$ cat src/rtl/muldiv_unit.sv
// muldiv_unit: iterative radix-2 signed/unsigned multiply, divide, multiply-add and multiply-subtract engine producing {HI,LO}
module muldiv_unit #(
  parameter int WIDTH = 32
) (
  input  logic                 clk,
  input  logic                 rst,
  input  logic                 start_i,
  input  logic [2:0]           op_i,
  input  logic [WIDTH-1:0]     a_i,
  input  logic [WIDTH-1:0]     b_i,
  input  logic [2*WIDTH-1:0]   hilo_i,
  input  logic                 annul_i,
  output logic                 busy_o,
  output logic                 ready_o,
  output logic [2*WIDTH-1:0]   result_o,
  output logic                 div_by_zero_o
);
  localparam int W = WIDTH;
  localparam int CW = $clog2(WIDTH + 1);
  typedef enum logic [1:0] {IDLE, CALC, FIXUP, DONE} state_t;
  state_t state, state_n;
  logic [2:0] op_q;
  logic [W-1:0] m, abs_a, abs_b, new_rem, quo, rem;
  logic [2*W-1:0] p, hilo_q, step, prod, fix;
  logic [CW-1:0] cnt;
  logic neg_a, neg_b, dbz_q;
  logic is_div_in, sgn_in, dz, accept, last, is_div, sgn, ge;
  logic [W:0] mul_sum, shifted;
  always_comb begin
    is_div_in = op_i[2:1] == 2'b01;
    sgn_in = !op_i[0];
    abs_a = (sgn_in && a_i[W-1]) ? -a_i : a_i;
    abs_b = (sgn_in && b_i[W-1]) ? -b_i : b_i;
    dz = is_div_in && (b_i == '0);
    accept = (state == IDLE || state == DONE) && start_i && !annul_i;
    last = cnt == CW'(W - 1);
    is_div = op_q[2:1] == 2'b01;
    sgn = !op_q[0];
    mul_sum = {1'b0, p[2*W-1:W]} + (p[0] ? {1'b0, m} : '0);
    shifted = p[2*W-1:W-1];
    ge = shifted >= {1'b0, m};
    new_rem = ge ? W'(shifted - {1'b0, m}) : W'(shifted);
    step = is_div ? {new_rem, p[W-2:0], ge} : {mul_sum, p[W-1:1]};
    prod = (sgn && (neg_a ^ neg_b)) ? -p : p;
    quo = (sgn && (neg_a ^ neg_b)) ? -p[W-1:0] : p[W-1:0];
    rem = (sgn && neg_a) ? -p[2*W-1:W] : p[2*W-1:W];
    fix = is_div ? {rem, quo} : !op_q[2] ? prod : op_q[1] ? hilo_q - prod : hilo_q + prod;
    state_n = annul_i ? IDLE :
              accept ? (dz ? DONE : CALC) :
              state == CALC ? (last ? FIXUP : CALC) :
              state == FIXUP ? DONE :
              state == DONE ? IDLE : state;
  end
  always_ff @(posedge clk or posedge rst) begin
    if (rst) begin
      state <= IDLE;
      op_q <= '0;
      m <= '0;
      p <= '0;
      hilo_q <= '0;
      cnt <= '0;
      neg_a <= 1'b0;
      neg_b <= 1'b0;
      dbz_q <= 1'b0;
      result_o <= '0;
    end else begin
      state <= state_n;
      if (accept) begin
        op_q <= op_i;
        m <= is_div_in ? abs_b : abs_a;
        p <= {{W{1'b0}}, is_div_in ? abs_a : abs_b};
        hilo_q <= hilo_i;
        cnt <= '0;
        neg_a <= sgn_in && a_i[W-1];
        neg_b <= sgn_in && b_i[W-1];
        dbz_q <= dz;
        if (dz) result_o <= {a_i, {W{1'b1}}};
      end else if (state == CALC) begin
        p <= step;
        cnt <= cnt + CW'(1);
      end
      if (state == FIXUP && !annul_i) result_o <= fix;
    end
  end
  assign busy_o = state == CALC || state == FIXUP;
  assign ready_o = state == DONE && !annul_i;
  assign div_by_zero_o = ready_o && dbz_q;
endmodule

$ cat config.mk
export PLATFORM = sky130hd
export DESIGN_NAME = muldiv_unit
export DESIGN_NICKNAME = d
export VERILOG_FILES = /design/src/rtl/muldiv_unit.sv
export SDC_FILE = /design/constraint.sdc
export NUM_CORES = 1
export LEC_CHECK = 0
export ABC_CLOCK_PERIOD_IN_PS = 6400
export BUFFER_PORTS_ARGS = -buffer_cell sky130_fd_sc_hd__buf_2
export CORE_MARGIN = 2
export CORE_UTILIZATION = 45
export CTS_CLUSTER_DIAMETER = 150
export DETAILED_ROUTE_END_ITERATION = 16
export GPL_ROUTABILITY_DRIVEN = 0
export GPL_TIMING_DRIVEN = 0
export HOLD_SLACK_MARGIN = 0.08
export PLACE_DENSITY = 0.74
export SLEW_MARGIN = 25
export SYNTH_ARGS = -nofsm -noshare
export SYNTH_HDL_FRONTEND = slang
export SYNTH_SLANG_ARGS = --single-unit
export TNS_END_PERCENT = 10
$ cat constraint.sdc
create_clock -name clk -period 6.4 [get_ports clk]
set_input_delay 0.32 -clock clk [delete_from_list [all_inputs] [get_ports clk]]
set_output_delay 0.32 -clock clk [all_outputs]
set_load 0.02 [all_outputs]
After elaboration in Yosys (flattened, before gate mapping)
Cells that the tools add are included.
{"block": "totals", "ff_bits": 238, "inputBits": 135, "out_inout_bits": 67, "wordCells": 77}
{"block": "classes", "addsub": 10, "order_cmp": 1, "n_eq_ne": 6, "mux": 27, "bitwise": 1, "reduce_logical": 22}
{"operator": "64-bit two-way mux", "n": 10}
{"operator": "32-bit two-way mux", "n": 8}
{"operator": "32-bit negator", "n": 4}
{"operator": "64-bit adder", "n": 1}
{"operator": "64-bit negator", "n": 1}
{"operator": "64-bit subtractor", "n": 1}
{"operator": "32-bit by 32-bit adder with 33-bit output", "n": 1}
{"operator": "33-bit by 32-bit greater-or-equal comparator with 1-bit output", "n": 1}
{"operator": "32-bit zero test", "n": 1}
{"operator": "32-bit subtractor", "n": 1}
{"operator": "2-bit two-way mux", "n": 7}
{"operator": "6-bit two-way mux", "n": 2}
{"operator": "1-bit logical AND", "n": 10}
{"operator": "6-bit by 1-bit adder with 6-bit output, second input constant", "n": 1}
{"operator": "2-bit by 1-bit equality test with 1-bit output, second input constant", "n": 3}
{"operator": "6-bit by 5-bit equality test with 1-bit output, second input constant", "n": 1}
{"operator": "2-bit nonzero test", "n": 3}
{"operator": "5-bit nonzero test", "n": 1}
{"operator": "2-bit equality test, second input constant", "n": 2}
{"operator": "1-bit zero test", "n": 3}
{"operator": "2-bit zero test", "n": 1}
{"operator": "1-bit logical OR", "n": 2}
{"operator": "2-bit AND reduction", "n": 1}
{"operator": "1-bit XOR", "n": 1}

Longest topological paths before layout
{"block": "depth", "ltp_word": 8, "depth_mapped": 31, "mapped_depth_nobuf": 27}

Worst setup path before layout
No wires, ideal clock.
{"block": "synth_timing", "path_type": "reg2reg", "from": "register p[0]", "to": "register result_o[63]", "setup_time_ps": 131, "t_arrival_ps": 6686, "required_time_ps": 6269, "setup_slack_ps": -417, "stages_incl_launch_ff": 29, "n_path_buf": 2, "synth_period_minus_slack_ps": 6817, "path_cell_list": "dfrtp_1 > buf_2 > clkinv_1 > clkbuf_1 > ha_1 > nor3b_2 > nand4_2 > o41ai_1 > xor2_1 > and4_1 > and4_1 > and4b_1 > and3_1 > nor2b_1 > nor2_1 > xnor2_1 > ha_1 > a21o_1 > a21o_1 > a21o_1 > a31o_2 > a31o_2 > a221oi_1 > mux2i_1 > o31ai_1 > a221o_1 > mux2_2 > o311ai_2 > o21ai_1"}
{"block": "synth_via", "elab_chain_len": 7, "elab_cells_between_ends": 8, "cone_classes": "add/sub: 3; mux: 5"}
{"item": "start, declared", "line_no": "24", "rtl": "logic [2*W-1:0] p, hilo_q, step, prod, fix;"}
{"item": "start signal, assigned", "line_no": "71", "rtl": "p <= {{W{1'b0}}, is_div_in ? abs_a : abs_b};"}
{"item": "start signal, assigned", "line_no": "79", "rtl": "p <= step;"}
{"item": "64-bit negator", "line_no": "44", "rtl": "prod = (sgn && (neg_a ^ neg_b)) ? -p : p;"}
{"item": "64-bit two-way mux *", "line_no": "44"}
{"item": "64-bit adder or 64-bit subtractor (tied branches)", "line_no": "47", "rtl": "fix = is_div ? {rem, quo} : !op_q[2] ? prod : op_q[1] ? hilo_q - prod : hilo_q + prod;"}
{"item": "64-bit two-way mux", "line_no": "47"}
{"item": "64-bit two-way mux * (2 in series)", "line_no": "47"}
{"item": "64-bit two-way mux *", "line_no": "82", "rtl": "if (state == FIXUP && !annul_i) result_o <= fix;"}
{"item": "end signal, assigned", "line_no": "77", "rtl": "if (dz) result_o <= {a_i, {W{1'b1}}};"}
{"item": "end signal, assigned", "line_no": "82"}
{"item": "end, declared", "line_no": "15", "rtl": "output logic [2*WIDTH-1:0] result_o,"}
Mark *: on every way between the ends. The rest lies on a longest branch, timed or not.
A chain may end at the register's enable or synchronous reset.

Worst setup path in the final report
{"block": "layout_timing", "from": "register neg_a", "to": "register result_o[63]"}
{"block": "layout_via", "elab_chain_len": 8, "elab_cells_between_ends": 11, "cone_classes": "add/sub: 2; mux: 6; bitwise: 1; reduce/logical: 2"}
{"item": "start, declared", "line_no": "26", "rtl": "logic neg_a, neg_b, dbz_q;"}
{"item": "start signal, assigned", "line_no": "74", "rtl": "neg_a <= sgn_in && a_i[W-1];"}
{"item": "1-bit XOR", "line_no": "44"}
{"item": "1-bit logical AND", "line_no": "44"}
{"item": "64-bit two-way mux", "line_no": "44"}
{"item": "64-bit adder or 64-bit subtractor (tied branches)", "line_no": "47"}
{"item": "64-bit two-way mux (2 in series)", "line_no": "47"}
{"item": "64-bit two-way mux *", "line_no": "47"}
{"item": "64-bit two-way mux *", "line_no": "82"}
Marks and branches as above.

==> impl_results.md <==
* Run status: finished, violations left
* Violated checks: negative setup slack
* Area of the die at 55,600 um2
* Residual DRC at 0
* Core occupancy in the finished layout at 56.0%
* Count of flip-flops with a built-in enable after synthesis at 0
* Pin count of the biggest net entering global routing at 32
* Share of cells above drive strength 1 at 15.1%
* Final non-filler cell area at 29,600 um2
* Part of the Yosys area used for sequential elements at 24.6%
* Detailed-route wire length at 101 mm
* Critical path arrival at 7.09 ns
* Via total after detailed routing at 27.9k
* Setup ws final at -0.192 ns
* Initial core utilization at 45.7%
* Placed cell areas at 26,200 um2
* Timing-limited maximum frequency at 152 MHz
* Top_reg_cell synth: sky130_fd_sc_hd__dfrtp_1
* Number of global-route vias before repair at 25.4k
* Site row count at 84
* Synth warn at 0
* Final total negative setup slack at -0.229 ns
* Net total in the final layout at 3,953
* Max-slew violation count at 0
* Starting DRC count in detailed routing at 4,390
* Setup slack at placement at -2.06 ns
* Global-route usage over all layers at 34.1%
* Number of storage elements in the synthesis netlist at 238
* GRT Residual Overflow at 0
* Clock-pin slew reported for the worst setup and hold paths after clock tree synthesis at 0.07 ns
* Placeable core region at 52,900 um2
* Post-route ant nets at 0
* Synthesized instance count at 3,272
* Final setup violation count at 2
* Die boundary height at 236 um
* Sinks on the clock net at 238
* TritonCTS clock tree: yes
* Number of buffers added on ports at 201
* Nets in the synthesized netlist at 3,546
* Initial antenna violation count at 8
* Final critical delay including setup and external delays at 6.59 ns
* Critical path class: register to register
* Longest Clk Path Bufs at 3
* Max transition margin at 19.2%
* Required time of the critical path at 6.90 ns
* Fraction of the cycle the final worst path needs at 103%
* Level count of the clock H-tree at 1
* Critical Path End Type: register
* Routed length per placed instance at 23.0 um
* Post-synthesis instance area at 24,200 um2
* Unrepaired setup endpoints after global routing: yes
* Worst-Margin Slew at 1.21 ns
* Root cell of the clock tree: sky130_fd_sc_hd__clkbuf_16
* Via/cell ratio at 6.34
* Total clock buffers created by CTS at 29
* Clock Skews at 0.0237 ns
* Hold Violations, Final at 0
* Worst-path maximum fanout at 10
* Mean Syn Cell Area at 7.39 um2
* First-pass GRT wire length at 149 mm
* I/O pin total at 202
* Detailed-router iteration count before antenna repair at 12
* Cell variety after synth at 94
* Min-Delay Path Class: input pin to register
* Worst-Skew Late Latency at 0.62 ns
* Area added between synthesis and finish at 22.4%
* Startpoint kind of the worst setup timing path: register
* FFs w/ async S/R, synth at 100%
* DIE WIDTH at 236 um
* Max capacitance violation total at 0
* Estimated wirelength of the detail-placed design at 74.8 mm
cells in the final DEF, fill, tap and decap left out, types with 29 or more instances in the layout:
master	synthesis	routed
sky130_fd_sc_hd__nand2_1	541	541
sky130_fd_sc_hd__a21oi_1	298	296
sky130_fd_sc_hd__nor2_1	262	257
sky130_fd_sc_hd__dfrtp_1	238	229
sky130_fd_sc_hd__buf_2	18	213
sky130_fd_sc_hd__o21ai_0	219	212
sky130_fd_sc_hd__clkbuf_1	183	161
sky130_fd_sc_hd__xnor2_1	169	159
sky130_fd_sc_hd__xor2_1	149	142
sky130_fd_sc_hd__ha_1	136	131
sky130_fd_sc_hd__buf_4	2	99
sky130_fd_sc_hd__o211ai_1	92	92
sky130_fd_sc_hd__nor3_1	99	91
sky130_fd_sc_hd__inv_1	91	87
sky130_fd_sc_hd__dlygate4sd3_1	0	86
sky130_fd_sc_hd__a21o_1	79	79
sky130_fd_sc_hd__a31oi_1	72	67
sky130_fd_sc_hd__nand3_1	70	66
sky130_fd_sc_hd__a211oi_1	42	40
sky130_fd_sc_hd__nand4_1	35	35
sky130_fd_sc_hd__mux2i_1	32	30
sky130_fd_sc_hd__clkbuf_16	0	29
cells in the mapped netlist, types with 8 or more instances:
master | instances | area, um2
sky130_fd_sc_hd__a211oi_1 | 42 | 315
sky130_fd_sc_hd__a21o_1 | 79 | 593
sky130_fd_sc_hd__a21oi_1 | 298 | 1490
sky130_fd_sc_hd__a31oi_1 | 72 | 450
sky130_fd_sc_hd__a41oi_1 | 16 | 140
sky130_fd_sc_hd__and2_1 | 16 | 100
sky130_fd_sc_hd__and3_1 | 27 | 169
sky130_fd_sc_hd__and4_1 | 15 | 131
sky130_fd_sc_hd__buf_1 | 27 | 101
sky130_fd_sc_hd__buf_2 | 18 | 90.1
sky130_fd_sc_hd__clkbuf_1 | 183 | 687
sky130_fd_sc_hd__dfrtp_1 | 238 | 5960
sky130_fd_sc_hd__ha_1 | 136 | 1700
sky130_fd_sc_hd__inv_1 | 91 | 342
sky130_fd_sc_hd__mux2_2 | 8 | 90.1
sky130_fd_sc_hd__mux2i_1 | 32 | 320
sky130_fd_sc_hd__nand2_1 | 541 | 2030
sky130_fd_sc_hd__nand2b_1 | 27 | 169
sky130_fd_sc_hd__nand3_1 | 70 | 350
sky130_fd_sc_hd__nand4_1 | 35 | 219
sky130_fd_sc_hd__nor2_1 | 262 | 983
sky130_fd_sc_hd__nor2b_1 | 29 | 181
sky130_fd_sc_hd__nor3_1 | 99 | 495
sky130_fd_sc_hd__nor4_1 | 21 | 131
sky130_fd_sc_hd__o211ai_1 | 92 | 691
sky130_fd_sc_hd__o21a_1 | 18 | 135
sky130_fd_sc_hd__o21ai_0 | 219 | 1100
sky130_fd_sc_hd__o21bai_1 | 21 | 158
sky130_fd_sc_hd__o31ai_1 | 23 | 173
sky130_fd_sc_hd__o41ai_1 | 8 | 70.1
sky130_fd_sc_hd__or2_2 | 12 | 75.1
sky130_fd_sc_hd__or3_1 | 23 | 144
sky130_fd_sc_hd__or4_1 | 10 | 75.1
sky130_fd_sc_hd__xnor2_1 | 169 | 1480
sky130_fd_sc_hd__xor2_1 | 149 | 1310
critical path, cell delays in order, from the launching register on:
cell	delay (ns)
sky130_fd_sc_hd__dfrtp_1	0.47
sky130_fd_sc_hd__xnor2_4	0.26
sky130_fd_sc_hd__or2_0	0.17
sky130_fd_sc_hd__clkbuf_2	0.22
sky130_fd_sc_hd__clkbuf_4	0.26
sky130_fd_sc_hd__clkbuf_4	0.26
sky130_fd_sc_hd__buf_4	0.24
sky130_fd_sc_hd__a21oi_1	0.09
sky130_fd_sc_hd__xor2_1	0.22
sky130_fd_sc_hd__nor4_2	0.33
sky130_fd_sc_hd__and4b_2	0.29
sky130_fd_sc_hd__and3_4	0.21
sky130_fd_sc_hd__and3_4	0.22
sky130_fd_sc_hd__nor2_1	0.06
sky130_fd_sc_hd__xor2_1	0.24
sky130_fd_sc_hd__ha_2	0.32
sky130_fd_sc_hd__a21o_1	0.17
sky130_fd_sc_hd__a21oi_1	0.20
sky130_fd_sc_hd__o21bai_1	0.15
sky130_fd_sc_hd__a21o_1	0.19
sky130_fd_sc_hd__a21o_1	0.21
sky130_fd_sc_hd__a221oi_4	0.33
sky130_fd_sc_hd__mux2i_1	0.23
sky130_fd_sc_hd__o31ai_1	0.09
sky130_fd_sc_hd__a221o_1	0.35
sky130_fd_sc_hd__mux2_4	0.33
sky130_fd_sc_hd__o311ai_2	0.26
sky130_fd_sc_hd__o21ai_1	0.09
cell type report:
cell class	count	area [um2]
diodes	3	7.51
plain buffers	213	890
clock buffers	35	768
clock inverters	18	255
fillers	4811	23300
inverters	92	367
multi-input cells	2709	17700
flip-flops and latches	238	5970
well taps	688	861
repair buffers	396	2800
cells by family after synthesis:
logic type                 Yosys count  share of synthesized area, %
buffers and inverters              326                          5.26
muxes                               40                          1.70
xor gates and xnor gates           321                          11.7
adders and majority gates          139                          7.29
AOI/OAI and AO/OA                  973                          25.2
DFF                                238                          24.6
and+or+nand+nor                   1235                          24.2
worst paths after layout:
| kind | from | end | slack [ns] | cells after the start |
|---|---|---|---|---|
| min reg2reg | hilo_q[59] | hilo_q[59] | 0.49 | 2 |
| max | neg_a | result_o[63] | -0.19 | 27 |
| max in group asynchronous | rst | cnt[0] | 4.90 | 7 |
| max reg2reg | neg_a | result_o[63] | -0.19 | 27 |
| min in group asynchronous | rst | hilo_q[19] | 0.29 | 3 |
| min | op_i[0] | op_q[0] | 0.12 | 3 |
registers in the layout, indices dropped and copies added (netlist names):
register,count
neg_a,1
op_q,3
state,2
m,32
p,64
cnt,6
result_o,64
dbz_q,1
neg_b,1
hilo_q,64
per-stage QoR:
step / cells / hold slack (ns)
final: 4392 / 0.119
after global routing: 4391 / 0.108
after CTS: 4329 / 0.0811
after detailed placement: 4169 / 0.356
after global placement: 4161 / 0.465
after floorplan: 3272 / 0.425
layer usage:
layer | share of wire [%] | vias to the layer above | global-route usage (%)
li1 | - | 12500 | -
met1 | 37 | 12800 | 43.8
met2 | 41 | 2051 | 50.5
met3 | 14 | 510 | 9.49
met4 | 7.8 | 10 | 21.6
met5 | 0.064 | - | 0
repair_timing:
action                                  4_1_cts  5_1_grt
hold endpoints to repair                    154        0
pin swaps                                    25       56
endpoints found under the setup margin       36       25
setup buffers                                28       72
cloned                                        0        2
gates resized for setup                      68      115
hold buffers                                 86        0
Power is not shown: default switching activity piles up to over one toggle a cycle in this logic, so the estimate is an artifact.
